**src/rtl/result_check_pkg.sv**
```systemverilog
// ============================================================================
// Module  : result_check_pkg
// Brief   : Shared types and constants for the result_check checker stage.
// Revision: 1.0 - initial release
// ============================================================================
`default_nettype none

package result_check_pkg;

    typedef enum logic [2:0] {
        ST_IDLE    = 3'd0,
        ST_LATCH_C = 3'd1,
        ST_WAIT_R  = 3'd2,
        ST_LATCH_R = 3'd3,
        ST_WR_HI   = 3'd4,
        ST_WR_LO   = 3'd5,
        ST_WR_END  = 3'd6
    } state_t;

    localparam logic [4:0]  CMD_SET_BASE    = 5'h01;
    localparam logic [15:0] END_MARKER_WORD = 16'hFFFF;

    // Check FIFO entry layout; bits [50:48] are reserved
    localparam int CF_END_BIT  = 51;
    localparam int CF_EXP_MSB  = 47;
    localparam int CF_EXP_LSB  = 24;
    localparam int CF_MASK_MSB = 23;
    localparam int CF_MASK_LSB = 0;

    function automatic logic masked_match(input logic [23:0] resp,
                                          input logic [23:0] expected,
                                          input logic [23:0] mask);
        return (((resp ^ expected) & mask) == 24'd0);
    endfunction

endpackage

`default_nettype wire

```
**src/rtl/result_check_wr.sv**
```systemverilog
// ============================================================================
// Module  : result_check_wr
// Brief   : Write-port holder: result pointer, write request and accept detect.
// Revision: 1.0 - initial release
// ============================================================================
`default_nettype none

module result_check_wr #(
    parameter int                ADDR_W      = 20,
    parameter logic [ADDR_W-1:0] RESULT_BASE = 20'h80000
) (
    input  logic              clock,
    input  logic              reset_n,
    input  logic              i_wr_req,
    input  logic [15:0]       i_wr_data,
    input  logic              i_load_en,
    input  logic [ADDR_W-1:0] i_load_addr,
    input  logic              i_waitrequest,
    output logic [ADDR_W-1:0] o_address,
    output logic [1:0]        o_byteenable,
    output logic              o_write,
    output logic [15:0]       o_writedata,
    output logic              o_accept
);

    logic [ADDR_W-1:0] r_ptr;

    // Pointer wraps naturally at the top of the address space
    always_ff @(posedge clock) begin
        if (!reset_n) begin
            r_ptr <= RESULT_BASE;
        end else if (i_load_en) begin
            r_ptr <= i_load_addr;
        end else if (o_accept) begin
            r_ptr <= r_ptr + ADDR_W'(1);
        end
    end

    // Request and data come from registered state, so they hold during waitrequest
    assign o_write      = i_wr_req;
    assign o_accept     = i_wr_req & ~i_waitrequest;
    assign o_address    = i_wr_req ? r_ptr : '0;
    assign o_byteenable = i_wr_req ? 2'b11 : 2'b00;
    assign o_writedata  = i_wr_req ? i_wr_data : 16'h0000;

endmodule

`default_nettype wire

```
**src/rtl/result_check.sv**
```systemverilog
// ============================================================================
// Module  : result_check
// Brief   : Masked compare of captured responses, result records to SRAM.
//           Optional fail counter enabled by CHECK_STATS_EN.
// Revision: 1.0 - initial release
// ============================================================================
`default_nettype none

module result_check
    import result_check_pkg::*;
#(
    parameter int                ADDR_W      = 20,
    parameter logic [ADDR_W-1:0] RESULT_BASE = 20'h80000
) (
    input  logic              clock,
    input  logic              reset_n,
    output logic [ADDR_W-1:0] mem_address,
    output logic [1:0]        mem_byteenable,
    output logic              mem_write,
    output logic [15:0]       mem_writedata,
    input  logic              mem_waitrequest,
    input  logic [23:0]       rfifo_data,
    output logic              rfifo_rdreq,
    input  logic              rfifo_rdempty,
    input  logic [51:0]       cfifo_data,
    output logic              cfifo_rdreq,
    input  logic              cfifo_rdempty,
    input  logic [4:0]        sc_cmd,
    input  logic [23:0]       sc_data,
    input  logic              sc_switching,
    output logic              sc_ready
);

    state_t      r_state;
    state_t      w_state_nxt;
    logic [23:0] r_expected;
    logic [23:0] r_mask;
    logic [23:0] r_resp;
    logic        r_pass;
    logic        w_pass;
    logic        w_wr_req;
    logic [15:0] w_wr_data;
    logic [15:0] w_end_word;
    logic        w_accept;
    logic        w_load_en;
    logic        w_unused;

    assign w_unused  = ^{cfifo_data[50:48], sc_data};
    assign w_pass    = masked_match(rfifo_data, r_expected, r_mask);
    assign sc_ready  = (r_state == ST_IDLE) && cfifo_rdempty;
    assign w_load_en = sc_switching && (sc_cmd == CMD_SET_BASE) && sc_ready;

    always_ff @(posedge clock) begin
        if (!reset_n) begin
            r_state    <= ST_IDLE;
            r_expected <= '0;
            r_mask     <= '0;
            r_resp     <= '0;
            r_pass     <= 1'b0;
        end else begin
            r_state <= w_state_nxt;
            if (r_state == ST_LATCH_C) begin
                r_expected <= cfifo_data[CF_EXP_MSB:CF_EXP_LSB];
                r_mask     <= cfifo_data[CF_MASK_MSB:CF_MASK_LSB];
            end
            if (r_state == ST_LATCH_R) begin
                r_resp <= rfifo_data;
                r_pass <= w_pass;
            end
        end
    end

    // sc_switching is only honoured in IDLE, so an in-flight record always completes
    always_comb begin
        w_state_nxt = r_state;
        cfifo_rdreq = 1'b0;
        rfifo_rdreq = 1'b0;
        w_wr_req    = 1'b0;
        w_wr_data   = 16'h0000;
        case (r_state)
            ST_IDLE: begin
                if (!sc_switching && !cfifo_rdempty) begin
                    cfifo_rdreq = 1'b1;
                    w_state_nxt = ST_LATCH_C;
                end
            end
            ST_LATCH_C: begin
                w_state_nxt = cfifo_data[CF_END_BIT] ? ST_WR_END : ST_WAIT_R;
            end
            ST_WAIT_R: begin
                if (!rfifo_rdempty) begin
                    rfifo_rdreq = 1'b1;
                    w_state_nxt = ST_LATCH_R;
                end
            end
            ST_LATCH_R: begin
                w_state_nxt = ST_WR_HI;
            end
            ST_WR_HI: begin
                w_wr_req  = 1'b1;
                w_wr_data = {r_pass, 7'b0, r_resp[23:16]};
                if (w_accept) w_state_nxt = ST_WR_LO;
            end
            ST_WR_LO: begin
                w_wr_req  = 1'b1;
                w_wr_data = r_resp[15:0];
                if (w_accept) w_state_nxt = ST_IDLE;
            end
            ST_WR_END: begin
                w_wr_req  = 1'b1;
                w_wr_data = w_end_word;
                if (w_accept) w_state_nxt = ST_IDLE;
            end
            default: begin
                w_state_nxt = ST_IDLE;
            end
        endcase
    end

`ifdef CHECK_STATS_EN
    logic [15:0] r_fail_cnt;

    always_ff @(posedge clock) begin
        if (!reset_n) begin
            r_fail_cnt <= '0;
        end else if (r_state == ST_LATCH_R && !w_pass && r_fail_cnt != 16'hFFFF) begin
            r_fail_cnt <= r_fail_cnt + 16'd1;
        end else if (r_state == ST_WR_END && w_accept) begin
            r_fail_cnt <= '0;
        end
    end

    assign w_end_word = r_fail_cnt;
`else
    assign w_end_word = END_MARKER_WORD;
`endif

    result_check_wr #(
        .ADDR_W      (ADDR_W),
        .RESULT_BASE (RESULT_BASE)
    ) u_wr (
        .clock         (clock),
        .reset_n       (reset_n),
        .i_wr_req      (w_wr_req),
        .i_wr_data     (w_wr_data),
        .i_load_en     (w_load_en),
        .i_load_addr   (sc_data[ADDR_W-1:0]),
        .i_waitrequest (mem_waitrequest),
        .o_address     (mem_address),
        .o_byteenable  (mem_byteenable),
        .o_write       (mem_write),
        .o_writedata   (mem_writedata),
        .o_accept      (w_accept)
    );

endmodule

`default_nettype wire

```
**config.mk**
```make
export PLATFORM = sky130hd
export DESIGN_NAME = result_check
export DESIGN_NICKNAME = d
export VERILOG_FILES = /design/src/rtl/result_check_pkg.sv /design/src/rtl/result_check_wr.sv /design/src/rtl/result_check.sv
export SDC_FILE = /design/constraint.sdc
export NUM_CORES = 1
export LEC_CHECK = 0
export CORE_ASPECT_RATIO = 0.7
export CORE_MARGIN = 3
export CORE_UTILIZATION = 40
export CTS_CLUSTER_DIAMETER = 60
export DETAILED_ROUTE_END_ITERATION = 6
export GPL_TIMING_DRIVEN = 0
export PLACE_DENSITY = 0.82
export SLEW_MARGIN = 0
export SYNTH_ARGS = -nofsm -noshare
export SYNTH_HDL_FRONTEND = slang
export SYNTH_SLANG_ARGS = --single-unit
```
**constraint.sdc**
```tcl
create_clock -name clock -period 2 [get_ports clock]
set_input_delay 0.3 -clock clock [delete_from_list [all_inputs] [get_ports clock]]
set_output_delay 0.3 -clock clock [all_outputs]
set_load 0.05 [all_outputs]
```
Word level (Yosys, flattened, before mapping)
Index checks and enable logic that the tools add are counted.

storage, ports and cells
  register bits after elaboration = 96
  input bits = 111
  output and inout bits = 42

cells by class
  add/sub/neg operators = 1
  equality and inequality tests = 11
  mux-type cells = 17
  bitwise logic cells = 4
  reduce and logical (&&, ||, !) cells = 12

operators with widths
  operator                                                                  count
  20-bit two-way mux                                                        3
  16-bit case mux with 3 select lines                                       1
  24-bit AND                                                                1
  24-bit logical NOT                                                        1
  24-bit bitwise XOR                                                        1
  20-bit by 1-bit adder with 20-bit output (second input constant)          1
  3-bit case mux with 6 select lines                                        1
  16-bit two-way mux                                                        1
  3-bit two-way mux                                                         5
  3-bit == test (second input constant)                                     3
  3-bit by 2-bit == test with 1-bit output (second input constant)          2
  2-bit by 1-bit inequality test with 1-bit output (second input constant)  3
  5-bit by 1-bit == test with 1-bit output (second input constant)          1
  1-bit two-way mux                                                         5
  1-bit logical AND                                                         4
  4-bit AND reduction                                                       1
  3-bit by 1-bit == test with 1-bit output (second input constant)          1
  3-bit logical NOT                                                         1
  3-bit OR reduction                                                        1
  1-bit logical NOT                                                         2
  2-bit two-way mux                                                         1
  2-bit inequality test (second input constant)                             1
  2-bit nonzero test                                                        1
  2-bit OR reduction                                                        1
  2 further kinds                                                           2

Longest topological paths before layout
Gate-level depths: netlist (run 1).

  depth in word-level cells = 6
  gate-level depth with buffers = 8
  depth with buffers taken out = 6

Hierarchy
From an unflattened synthesis (run 1), not the netlist that was laid out.

unflattened totals
  cell total of the unflattened synthesis = 618
  area total of the unflattened synthesis = 5,006.1 um2

modules (own cells, without submodules)
  module           times used  cells each  area each (um2)  sequential area each (um2)
  result_check     1           441         3,622.2          1,521.5
  result_check_wr  1           177         1,383.8          400.4

Worst setup path before layout (run 1)
Ideal clock, no wire load.

  path type = register to register
  from = reg r_state[1]
  to = reg r_state[0]
  setup time = 0.071 ns
  arrival = 2.659 ns
  required time = 1.929 ns
  slack = -0.730 ns
  cell stages (with the launch flop) = 5
  clock period less this slack = 2.730 ns
  cell sequence = dfxtp_1 -> clkbuf_1 -> nor4b_1 -> nor2_1 -> nor2_1

between the ends
  longest elaborated chain between the ends = 6
  elaborated cells between the ends (all ways) = 17
  those cells by class = eq/ne (10); mux (2); bitwise (1); reduce/logical (4)

ends and longest elaborated chain
  what                                                               RTL line               text
  start: declaration                                                 result_check.sv:34     state_t r_state;
  start signal: assignment                                           result_check.sv:61     r_state <= w_state_nxt;
  3-bit == test                                                      result_check.sv:80     case (r_state)
  3-bit OR reduction (no source line)                                -
  1-bit two-way mux                                                  result_check.sv:80
  1-bit AND                                                          result_check_wr.sv:41  assign o_accept = i_wr_req & ~i_waitrequest;
  2-bit by 1-bit inequality test with 1-bit output (no source line)  -
  4-bit AND reduction (no source line)                               -

Parallel ways exist; a longest one is shown, timed or not.
A chain may end at the register's enable or synchronous reset.

Worst setup path after layout (run 1)
  from = reg r_state[1]
  to = out mem_writedata[5]

between the ends
  longest elaborated chain between the ends = 4
  elaborated cells between the ends (all ways) = 7
  those cells by class = eq/ne (3); mux (3); reduce/logical (1)

ends and longest elaborated chain
  what                                 RTL line               text
  3-bit == test                        result_check.sv:80
  3-bit OR reduction (no source line)  -
  1-bit two-way mux                    result_check.sv:80
  16-bit two-way mux (*)               result_check_wr.sv:44  assign o_writedata = i_wr_req ? i_wr_data : 16'h0000;
  end: declaration                     result_check.sv:20     output logic [15:0] mem_writedata,

Every way passes the cells marked *; elsewhere a longest branch is shown, timed or not.

==> results by group, run 1 <==
Outcome
  – Status: completed

Drt
  – Vias/cell: between 5 and 6
  – Final WL: approximately 15,000 µm
  – First-pass DRT Iterations: 6
  – Drt drc: 0
  – ANT nets after route: 0
  – Wire per inst: approximately 16 µm
  – Routed via count: between 4,000 and 5,000
  – DR iter-0 viols: 385

Yosys
  – Number of synthesized flops with an enable pin: 0
  – Sequential share of the synthesized area: between 40% and 50%
  – Synth top area share: a little over two fifths
  – Syn Nets: approximately 700
  – Cell Area, Synth: approximately 4500 µm²
  – Cell variety after synth: between 40 and 50
  – FF+latch count, synth: 96
  – Post-synth top area cell: dfxtp_1
  – Ys flop type: dfxtp_1
  – Top cells by area, synth: dfxtp_1, nand2_1, a21oi_1
  – Async SR Flop Fraction: 0%
  – Synth Instances: roughly 590
  – Yosys warnings: 0
  – Mapped Avg Cell Area: roughly 7.7 µm²

STA
  – Worst clock skew: around 8.6 ps
  – Final critical-path share of the clock period: a little over nine tenths
  – Final WS setup: between 40 and 50 ps
  – Worst-Margin Slew: approximately 650 ps
  – Post-route minimum period: between 1500 and 2000 ps
  – Max-slew violations: 0
  – Final Hold Fails: 0
  – Hold WS: ~460 ps
  – Fmax: between 500 and 600 MHz
  – Setup Viol. Count Final: 0
  – Headroom to the max-slew limit: roughly 57%

Global route
  – Largest net degree at the start of global routing: 19
  – Global-route wire length before repair: about 23,000 µm
  – GRT Total Usage: between 20% and 30%
  – Vias in the first global route: around 4,400
  – GR Overflow Total: 0
  – Initial antenna violation count: 0

Floorplan
  – Die Height: 94.98 µm
  – Ports: roughly 150
  – Core Box Area: 10,670 µm²
  – Std cell rows: 31
  – Die area: 12,640 µm²
  – Starting density of the core: a little over two fifths
  – Die X: approximately 130 µm

Worst setup path
  – CP Capture Type: output pin
  – CP Cell Sequence: buf_4 > buf_4 > o21ai_1 > o311a_1 > buf_4
  – CP Max Fanout: 10
  – Crit path max-delay family: buffers and inverters
  – Kind of critical path: reg2out
  – R2r endpoint: u_wr.r_ptr[13]$_SDFFE_PN0P_
  – CP Depth: 5
  – WP data required: ~1700 ps
  – Cell mode on critical path: buf_4
  – Worst reg2reg startpoint: r_state[2]$_SDFFE_PN0P_
  – Worst r2r path cells: 7
  – Crit path DAT: between 1500 and 2000 ps
  – Slowest cell on crit path: dfxtp_2
  – Type of origin of the critical path: flop
  – Buf/Inv on CP: 3
  – Critical path launch point: r_state[1]$_SDFFE_PN0P_
  – CP endpoint: mem_writedata[5]
  – Worst reg2reg setup slack: 120 ps
  – Slowest stage delay, CP: about 370 ps

Pwr
  – PwrDens: 724.5 nW/µm²
  – Lkg Pwr: roughly 2.5 nW
  – Peak supply drop: roughly 0.56 mV

Placement
  – Detailed placer's ending HPWL: 11,240 µm
  – Input/output buffers: ~150
  – GPL Wtd Cong: between 0.9 and 1
  – Worst slack at placement: -580.8 ps

Finish
  – Nets: 855
  – Layout cells sized above 1: approximately an eighth
  – Filler Cell Count: 904
  – Antenna diodes: 0
  – Area grow syn2layout: 44.44%
  – Commonest non-fill, non-tap cell in the layout: nand2_1
  – Most frequent cells in the layout: nand2_1, clkdlybuf4s50_1, dfxtp_1

Job
  – Max Cap Violations: 0

Worst hold path
  – Hold crit path type: reg2reg

Clock network
  – Longest Clk Path Bufs: 2
  – Total CTS buffers: 9
  – Reg clk slew, reported paths: approximately 70 ps
  – H-tree level count: 3
  – Post CTS Setup Buffer Count: 0
  – Clk sinks: between 90 and 100
  – TritonCTS clock tree: yes
  – Post-CTS Hold Fix Bufs: 0
  – Skew-Pair Late Insertion Delay: around 350 ps
  – Clock Root Buffer: clkbuf_16
## cell usage after synthesis, types with 2 or more instances
cell	instances
nor2_1	16
o21ai_0	22
xnor2_1	6
and2_1	22
nand3_1	9
buf_2	5
buf_1	2
xor2_1	36
o311a_1	7
nor4_1	2
and3_1	4
nand2b_1	3
a211oi_1	5
a21boi_0	7
a22oi_1	9
dfxtp_1	96
inv_1	10
clkbuf_1	32
and4_1	2
nand2_1	161
nor4b_1	2
buf_4	3
nor3_1	4
a21oi_1	89
nand4_1	9
## metal layers
layer | wire length (µm) | global-route usage (%) | vias up
met5 | 0 | 0 | -
met4 | 197 | 6.421 | 0
met3 | 1127 | 5.911 | 20
met2 | 6437 | 35.22 | 198
met1 | 6793 | 32.45 | 2114
li1 | - | - | 2291
## final cells by class
| class | count | area, µm² | share of cell area (%) |
|---|---|---|---|
| multi-input combinational | 437 | 2440 | 37.33 |
| clock buffer | 9 | 225.2 | 3.446 |
| tap | 148 | 185.2 | 2.834 |
| clock inverter | 7 | 83.83 | 1.283 |
| timing repair buffer | 146 | 1409 | 21.56 |
| buffer | 42 | 226.5 | 3.465 |
| sequential | 96 | 1924 | 29.45 |
| inverter | 11 | 41.29 | 0.6318 |
## cells by family (layout without fill, tap and decap cells)
kind of cell,Yosys count,in the layout,synth area share (%)
multiplexers,1,1,0.2489
XOR/XNOR,42,42,8.130
AND/OR/NAND/NOR,243,243,24.42
flip-flops,96,96,42.48
buffers and inverters,53,215,4.784
AO/OA/AOI/OAI,149,149,19.44
adder cells (fa/ha/maj),2,2,0.4978
## power by group
part	internal, mW	leakage, nW	switching, mW	total (mW)
Clock	0.994	0.149	0.800	1.79
Sequential	2.00	0.777	0.0579	2.06
Combinational	0.398	1.54	0.487	0.885
Total	3.39	2.47	1.34	4.73
## worst min path at each step
| stage | startpoint | to | slack (ps) | cells after the start |
|---|---|---|---|---|
| finish | r_resp[13]$_SDFFE_PN0N_ | r_resp[13]$_SDFFE_PN0N_ | 460 | 2 |
| floorplan | r_mask[10]$_SDFFE_PN0N_ | r_mask[10]$_SDFFE_PN0N_ | 440 | 2 |
| detailed placement | r_resp[13]$_SDFFE_PN0N_ | r_resp[13]$_SDFFE_PN0N_ | 450 | 2 |
| CTS | r_resp[13]$_SDFFE_PN0N_ | r_resp[13]$_SDFFE_PN0N_ | 460 | 2 |
| global route | r_resp[13]$_SDFFE_PN0N_ | r_resp[13]$_SDFFE_PN0N_ | 480 | 2 |
| global placement | r_mask[10]$_SDFFE_PN0N_ | r_mask[10]$_SDFFE_PN0N_ | 440 | 2 |
## per-stage QoR
step                      cell area (µm²)  TNS, ps  power, mW  utilization [%]  instances
after floorplan                      4546        0      2.539                -        586
after global placement               6182   -13920      2.920            57.96        879
after detailed placement             6182   -17190      2.940            57.96        879
after CTS                            6435        0      4.703            60.33        895
after global routing                 6535   -58.49      4.905            61.27        896
final                                6535        0      4.735            61.27        896
## worst reg2reg max path, delay by kind of cell (launching register included)
family,cells,cell delay (ps)
flip-flops,1,310
AND/OR/NAND/NOR,3,770
AO/OA/AOI/OAI,2,270
buffers and inverters,2,400
## state kept, by name, indices dropped and copies added, names as in the netlist
name and cells:
r_resp 24, r_pass 1, u_wr.r_ptr 20, r_expected 24, r_mask 24, r_state 3
## repair_timing
action	in CTS	in global routing
endpoints found under the setup margin	42	73
cloned	0	1
endpoints found under the hold margin	0	0
gates resized for setup	269	45
pin swaps	0	6
No activity file was read; power rests on OpenSTA's default activity.
==> run 2: changes to the inputs <==
Settings changed: GPL_TIMING_DRIVEN 0 to unset.
==> run 2 against run 1 <==
  * Combinational power rose by 6.8%
  * Cell count down 2.5%
  * Setup slack better by 30 ps
  * Routed wire length down 3.0%
  * Global-route usage is 1.4 points lower
  * Clock power is 11% lower
  * First-iteration DRC count decreased by 22%
  * Design area increased by 6.8%
  * Critical path type unchanged
==> results by group, run 2 (synthesis results as in run 1) <==
Drt
  – Wire per inst: between 15 and 20 µm
  – Drt drc: 0
  – ANT nets after route: 0
  – Routed via count: 4,634
  – DR iter-0 viols: 301
  – Final WL: between 10,000 and 15,000 µm
  – First-pass DRT Iterations: 5
  – Vias/cell: around 5.3

STA
  – Worst-Margin Slew: between 400 and 500 ps
  – Sum Neg Setup Slack: 0 ps
  – Fmax: about 520 MHz
  – Max-slew violations: 0
  – Final Hold Fails: 0
  – Final critical-path share of the clock period: a little over nine tenths
  – Setup Viol. Count Final: 0
  – Post-route minimum period: between 1500 and 2000 ps
  – Headroom to the max-slew limit: between 60% and 70%
  – Final WS setup: around 73 ps
  – Worst clock skew: between 8 and 9 ps

Worst setup path
  – Crit path max-delay family: buffers and inverters
  – Buf/Inv on CP: 3
  – CP Cell Sequence: buf_8 > nor2b_4 > buf_2 > nand2_1 > a21boi_2 > buf_12
  – Type of origin of the critical path: flop
  – CP Capture Type: output pin
  – Kind of critical path: reg2out
  – Crit path DAT: around 1600 ps
  – Slowest stage delay, CP: between 300 and 400 ps
  – CP Max Fanout: 7
  – WP data required: about 1700 ps
  – Slowest cell on crit path: dfxtp_4

Worst hold path
  – Hold crit path type: reg2reg

Floorplan
  – Die X: ~130 µm
  – Core Box Area: about 11,000 µm²
  – Die Height: 94.98 µm
  – Die area: approximately 13,000 µm²
  – Ports: ~150
  – Starting density of the core: 42.42%
  – Std cell rows: 31

Finish
  – Area grow syn2layout: 54.23%
  – Filler Cell Count: roughly 840
  – Top flop regs: r_expected: 24 flops, r_mask: 24 flops, r_resp: 24 flops
  – Commonest non-fill, non-tap cell in the layout: nand2_1
  – Most frequent cells in the layout: nand2_1, clkdlybuf4s50_1, dfxtp_1
  – Antenna diodes: 0
  – Layout cells sized above 1: between 10 and 15%
  – Sequential cell area: roughly 1900 µm²
  – Nets: between 800 and 900
  – Final Util: 65.42%
  – Multi-input gate area: roughly 2400 µm²

Pwr
  – PwrDens: roughly 660 nW/µm²
  – Peak supply drop: 0.4756 mV
  – Tot Pwr: between 4 and 5 mW
  – Lkg Pwr: between 2 and 3 nW

Placement
  – Worst slack at placement: -9.318 ps
  – GPL Wtd Cong: roughly 0.85
  – Detailed placer's ending HPWL: 10,480 µm
  – Input/output buffers: 145

Global route
  – Global-route wire length before repair: between 20,000 and 25,000 µm
  – Vias in the first global route: 4,438
  – Initial antenna violation count: 0
  – Largest net degree at the start of global routing: 73
  – GRT Total Usage: 21.63%
  – GR Overflow Total: 0

Clock network
  – Longest Clk Path Bufs: 2
  – TritonCTS clock tree: yes
  – Total CTS buffers: 9
  – Skew-Pair Late Insertion Delay: 330 ps
  – H-tree level count: 3
  – Clock Root Buffer: clkbuf_16
  – Post-CTS Hold Fix Bufs: 0
  – Clk sinks: 96
  – Reg clk slew, reported paths: 70 ps

Outcome
  – Status: completed

Job
  – Max Cap Violations: 0
run 2: cell types whose count changed in the layout (fill, tap and decap cells not counted), moves of 3 or more:
cell | previous run | this run
a21boi_1 | 5 | 0
a21boi_2 | 2 | 7
buf_12 | 0 | 46
buf_2 | 10 | 1
buf_4 | 27 | 14
buf_6 | 19 | 0
clkbuf_1 | 22 | 0
clkbuf_2 | 3 | 0
clkinvlp_4 | 1 | 5
o21ai_0 | 16 | 22
o21ai_1 | 4 | 0
run 2: worst paths after layout:
path	start	slack, ps	end	depth (start not counted)
hold reg to reg	r_mask[6]$_SDFFE_PN0N_	460	r_mask[6]$_SDFFE_PN0N_	2
hold / removal	r_mask[6]$_SDFFE_PN0N_	460	r_mask[6]$_SDFFE_PN0N_	2
setup / recovery	r_state[0]$_SDFFE_PN0P_	70	mem_writedata[10]	6
setup reg to reg	u_wr.r_ptr[0]$_SDFFE_PN0P_	110	u_wr.r_ptr[14]$_SDFFE_PN0P_	6
run 2: what timing repair did:
item,in CTS,in global routing
pin swaps,2,1
buffers inserted,1,3
gates resized for setup,13,9
setup endpoints to repair,32,18
gates cloned,1,2
run 2: metal layers:
layer  up-vias  track usage [%]  wire (µm)
li1       2243                -          -
met3        15            4.313        979
met2       216            35.98       6626
met5         -                0          0
met4         0            5.051        187
met1      2160            29.25       6330
run 2: stage by stage:
stage | cell area, µm² | instances | hold slack (ps)
finish | 6978 | 874 | 457.9
global route | 6978 | 874 | 476.9
CTS | 6919 | 869 | 457.4
detailed placement | 6584 | 852 | 448.1
global placement | 6584 | 852 | 442.4
floorplan | 4546 | 586 | 435.7
run 2: area by class of cell:
cell class | count | area share, %
Multi-Input combinational cell | 437 | 35.09
Timing Repair Buffer | 165 | 29.77
Sequential cell | 96 | 27.61
Clock buffer | 10 | 3.425
Tap cell | 148 | 2.654
Inverter | 11 | 0.6455
Clock inverter | 5 | 0.5917
Timing Repair inverter | 2 | 0.2152
run 2: power breakdown:
part           internal, mW  switching (mW)  leakage, nW
logic                 0.462           0.484         1.62
clock network         0.881           0.719        0.132
registers              2.00          0.0619        0.778
total                  3.34            1.26         2.53
run 2: worst min-delay path: cells and delay by family (launching register included):
kind | cells | cell delay, ps
DFF | 1 | 310
and+or+nand+nor | 1 | 50
AOI/OAI and AO/OA | 1 | 50
==> variant: new RTL, settings of run 1 <==
The 7 states of `state_t` get a one-hot encoding in 7 bits.
--- a/src/rtl/result_check_pkg.sv
+++ b/src/rtl/result_check_pkg.sv
@@ -9,10 +9,10 @@
 
-    typedef enum logic [2:0] {
-        ST_IDLE    = 3'd0,
-        ST_LATCH_C = 3'd1,
-        ST_WAIT_R  = 3'd2,
-        ST_LATCH_R = 3'd3,
-        ST_WR_HI   = 3'd4,
-        ST_WR_LO   = 3'd5,
-        ST_WR_END  = 3'd6
+    typedef enum logic [6:0] {
+        ST_IDLE    = 7'b0000001,
+        ST_LATCH_C = 7'b0000010,
+        ST_WAIT_R  = 7'b0000100,
+        ST_LATCH_R = 7'b0001000,
+        ST_WR_HI   = 7'b0010000,
+        ST_WR_LO   = 7'b0100000,
+        ST_WR_END  = 7'b1000000
     } state_t;
Formal check against the unedited RTL: same outputs for any inputs over 4 cycles, from zero or initial values and one cycle with reset_n low; so few cycles prove little.
==> variant against run 1 <==
The run now ends with setup timing left; first-iteration DRC count up 51%; power down 3.6%; sequential cell count up 4; cell count increased by 9.8%; area after synthesis up 6.9%; non-clock buffer count is 37 higher; worst hold slack got worse by 2.6 ps; synthesized cell count increased by 9.2%; sequential power is 2% lower; wire length is 28% higher; worst setup slack worse by 310 ps; cell area grew 21%; largest cell class unchanged.
==> variant: results (changes against run 1) <==
Detailed routing
  • Post-Route WL: 18600 um (+28%)
  • DRT Pass-1 Iters: 5 (-1)
  • Iter 0 DRT Violations: 582 (+51%)
  • Drt wl/cell: 18.9 um (+16%)
  • Vias per cell: 5.58 (+8.2%)

Placed design
  • DP Area: 6620 sq um (+7.1%)
  • Final Wtd Congestion: 0.901 (-2.8%)
  • # port buffers: 144 (-0.69%)
  • Post-DP HPWL: 12100 um (+7.5%)
  • Post-place setup slack: -973 ps (-392 ps)

Global route
  • Largest net degree at the start of global routing: 20 (+1)
  • Gr usage total: 25.7% (+2.7 points)
  • First-pass GRT wire length: 27200 um (+18%)
  • Vias in the first global route: 5039 (+14%)
  • GRT overflow: 0 (unchanged)

Yosys
  • Largest cells by area after synthesis: dfxtp_1, nand2_1, a21oi_1
  • Number of flops mapped to enable cells by yosys: 0 (unchanged)
  • Post-synth ARST share: 0% (unchanged)
  • Mapped Nets: 752 (+7.7%)
  • Mapped Cells: 640 (+9.2%)
  • Number of distinct library cells after synthesis: 41 (-15%)
  • Synth cell count leaders: nand2_1, dfxtp_1, a21oi_1, nor2_1, clkbuf_1
  • Sequential-to-total area share from yosys stat: 41.4% (-1.1 points)

Pwr
  • Peak VDD IR: 0.430 mV (-23%)
  • Lkg Pwr: 2.92 nW (+18%)
  • Internal: 3.44 mW (+1.4%)

Timing
  • Final hold slack: 454 ps (-2.60 ps)
  • Worst rel slew slack: 61.1% (+4.4 points)
  • Clk_skew: 10.8 ps (+2.18 ps)
  • Setup slack after layout: -263 ps (-306 ps)
  • Final Setup Violations: 67 (+67)
  • Sum Neg Setup Slack: -8760 ps (-8760 ps)

Setup path
  • FF-to-FF End: u_wr.r_ptr[12]
  • CP Max Fanout: 6 (-4)
  • R2R cell count: 5 (-2)
  • Reg2reg setup slack: -150 ps (-270 ps)
  • Worst EP arrival: 1960 ps (+300 ps)

Clock tree
  • Clk_lat worst skew: 350 ps (about the same)
  • CTS Root Cell: clkbuf_16

Layout
  • Top flop regs: r_expected x24, r_mask x24, r_resp x24
  • Register area: 2020 sq um (+4.9%)
  • Layout cells sized above 1: 25.5% (+12 points)
  • Final nets: 938 (+9.7%)
  • Fill cell count: 842 (-6.9%)

Hold path
  • Min-Delay Startpoint: reset_n
  • Worst hold path type: in -> reg
  • Hold depth: 3 (+1)
  • Hold worst-path end: u_wr.r_ptr[18]

Status
  • Failing checks: setup timing
  • Status: finished, violations left
## variant: changes by cell type in the layout (fill, tap and decap cells not counted), sizes merged, moves of 5 or more
cell    change
and2       -19
nor2       +30
and3       +26
o311a       -7
inv        -10
a21boi      -7
buf        +38
a22oi      +13
or4         +5
## variant: critical path: stages (launching register included)
cell	delay, ps
dfxtp_2	340
buf_6	130
buf_6	120
xnor2_4	120
o22ai_4	210
buf_6	190
clkbuf_16	150
and3_4	200
buf_8	140
## variant: kinds of logic (layout without fill, tap and decap cells)
| kind of cell | Yosys count | count (layout) | share of synthesized area (%) |
|---|---|---|---|
| fa+ha+maj | 1 | 1 | 0.259 |
| buf+inv | 52 | 243 | 4.50 |
| flops | 100 | 100 | 41.4 |
| simple gates | 299 | 299 | 28.7 |
| mux | 2 | 2 | 0.414 |
| xor+xnor | 41 | 41 | 7.43 |
| compound gates | 145 | 145 | 17.3 |
## variant: repair_timing
action	4_1_cts	5_1_grt
gates cloned	2	3
gates resized for setup	417	73
buffers inserted	24	8
endpoints found under the setup margin	116	125
pin swaps	23	23
endpoints found under the hold margin	0	0
## variant: layer usage
metal / wire length (um) / vias to the layer above / GRT usage [%]
li1: - / 2569 / -
met1: 8000 / 2552 / 37.7
met2: 8240 / 315 / 37.3
met3: 1760 / 55 / 6.59
met4: 563 / 0 / 7.21
met5: 0 / - / 0
## variant: layout make-up
class / count / area share (%)
Clock inverter: 7 / 1.34
Clock buffer: 9 / 2.84
Inverter: 2 / 0.0947
Multi-Input combinational cell: 488 / 38.9
Timing Repair Buffer: 181 / 24.4
Buffer: 44 / 4.58
Sequential cell: 100 / 25.5
Tap cell: 153 / 2.42
## variant: worst max path at each step
stage | from | end | slack, ps | cells after the start
after global placement | r_state[5] | mem_address[0] | -960 | 8
after detailed placement | r_state[5] | mem_address[0] | -970 | 8
final | r_state[5] | mem_address[8] | -260 | 8
after floorplan | r_state[1] | mem_writedata[12] | -190 | 4
after global routing | r_state[5] | mem_address[8] | -300 | 8
after CTS | r_state[6] | cfifo_rdreq | -240 | 4
## variant: power groups by stage
stage / logic (mW) / clock network (mW) / registers (mW)
global placement: 0.482 / 0 / 2.07
global route: 0.644 / 2.02 / 2.02
floorplan: 0.190 / 0 / 2.06
detailed placement: 0.484 / 0 / 2.07
finish: 0.611 / 1.93 / 2.02
CTS: 0.567 / 1.94 / 2.02
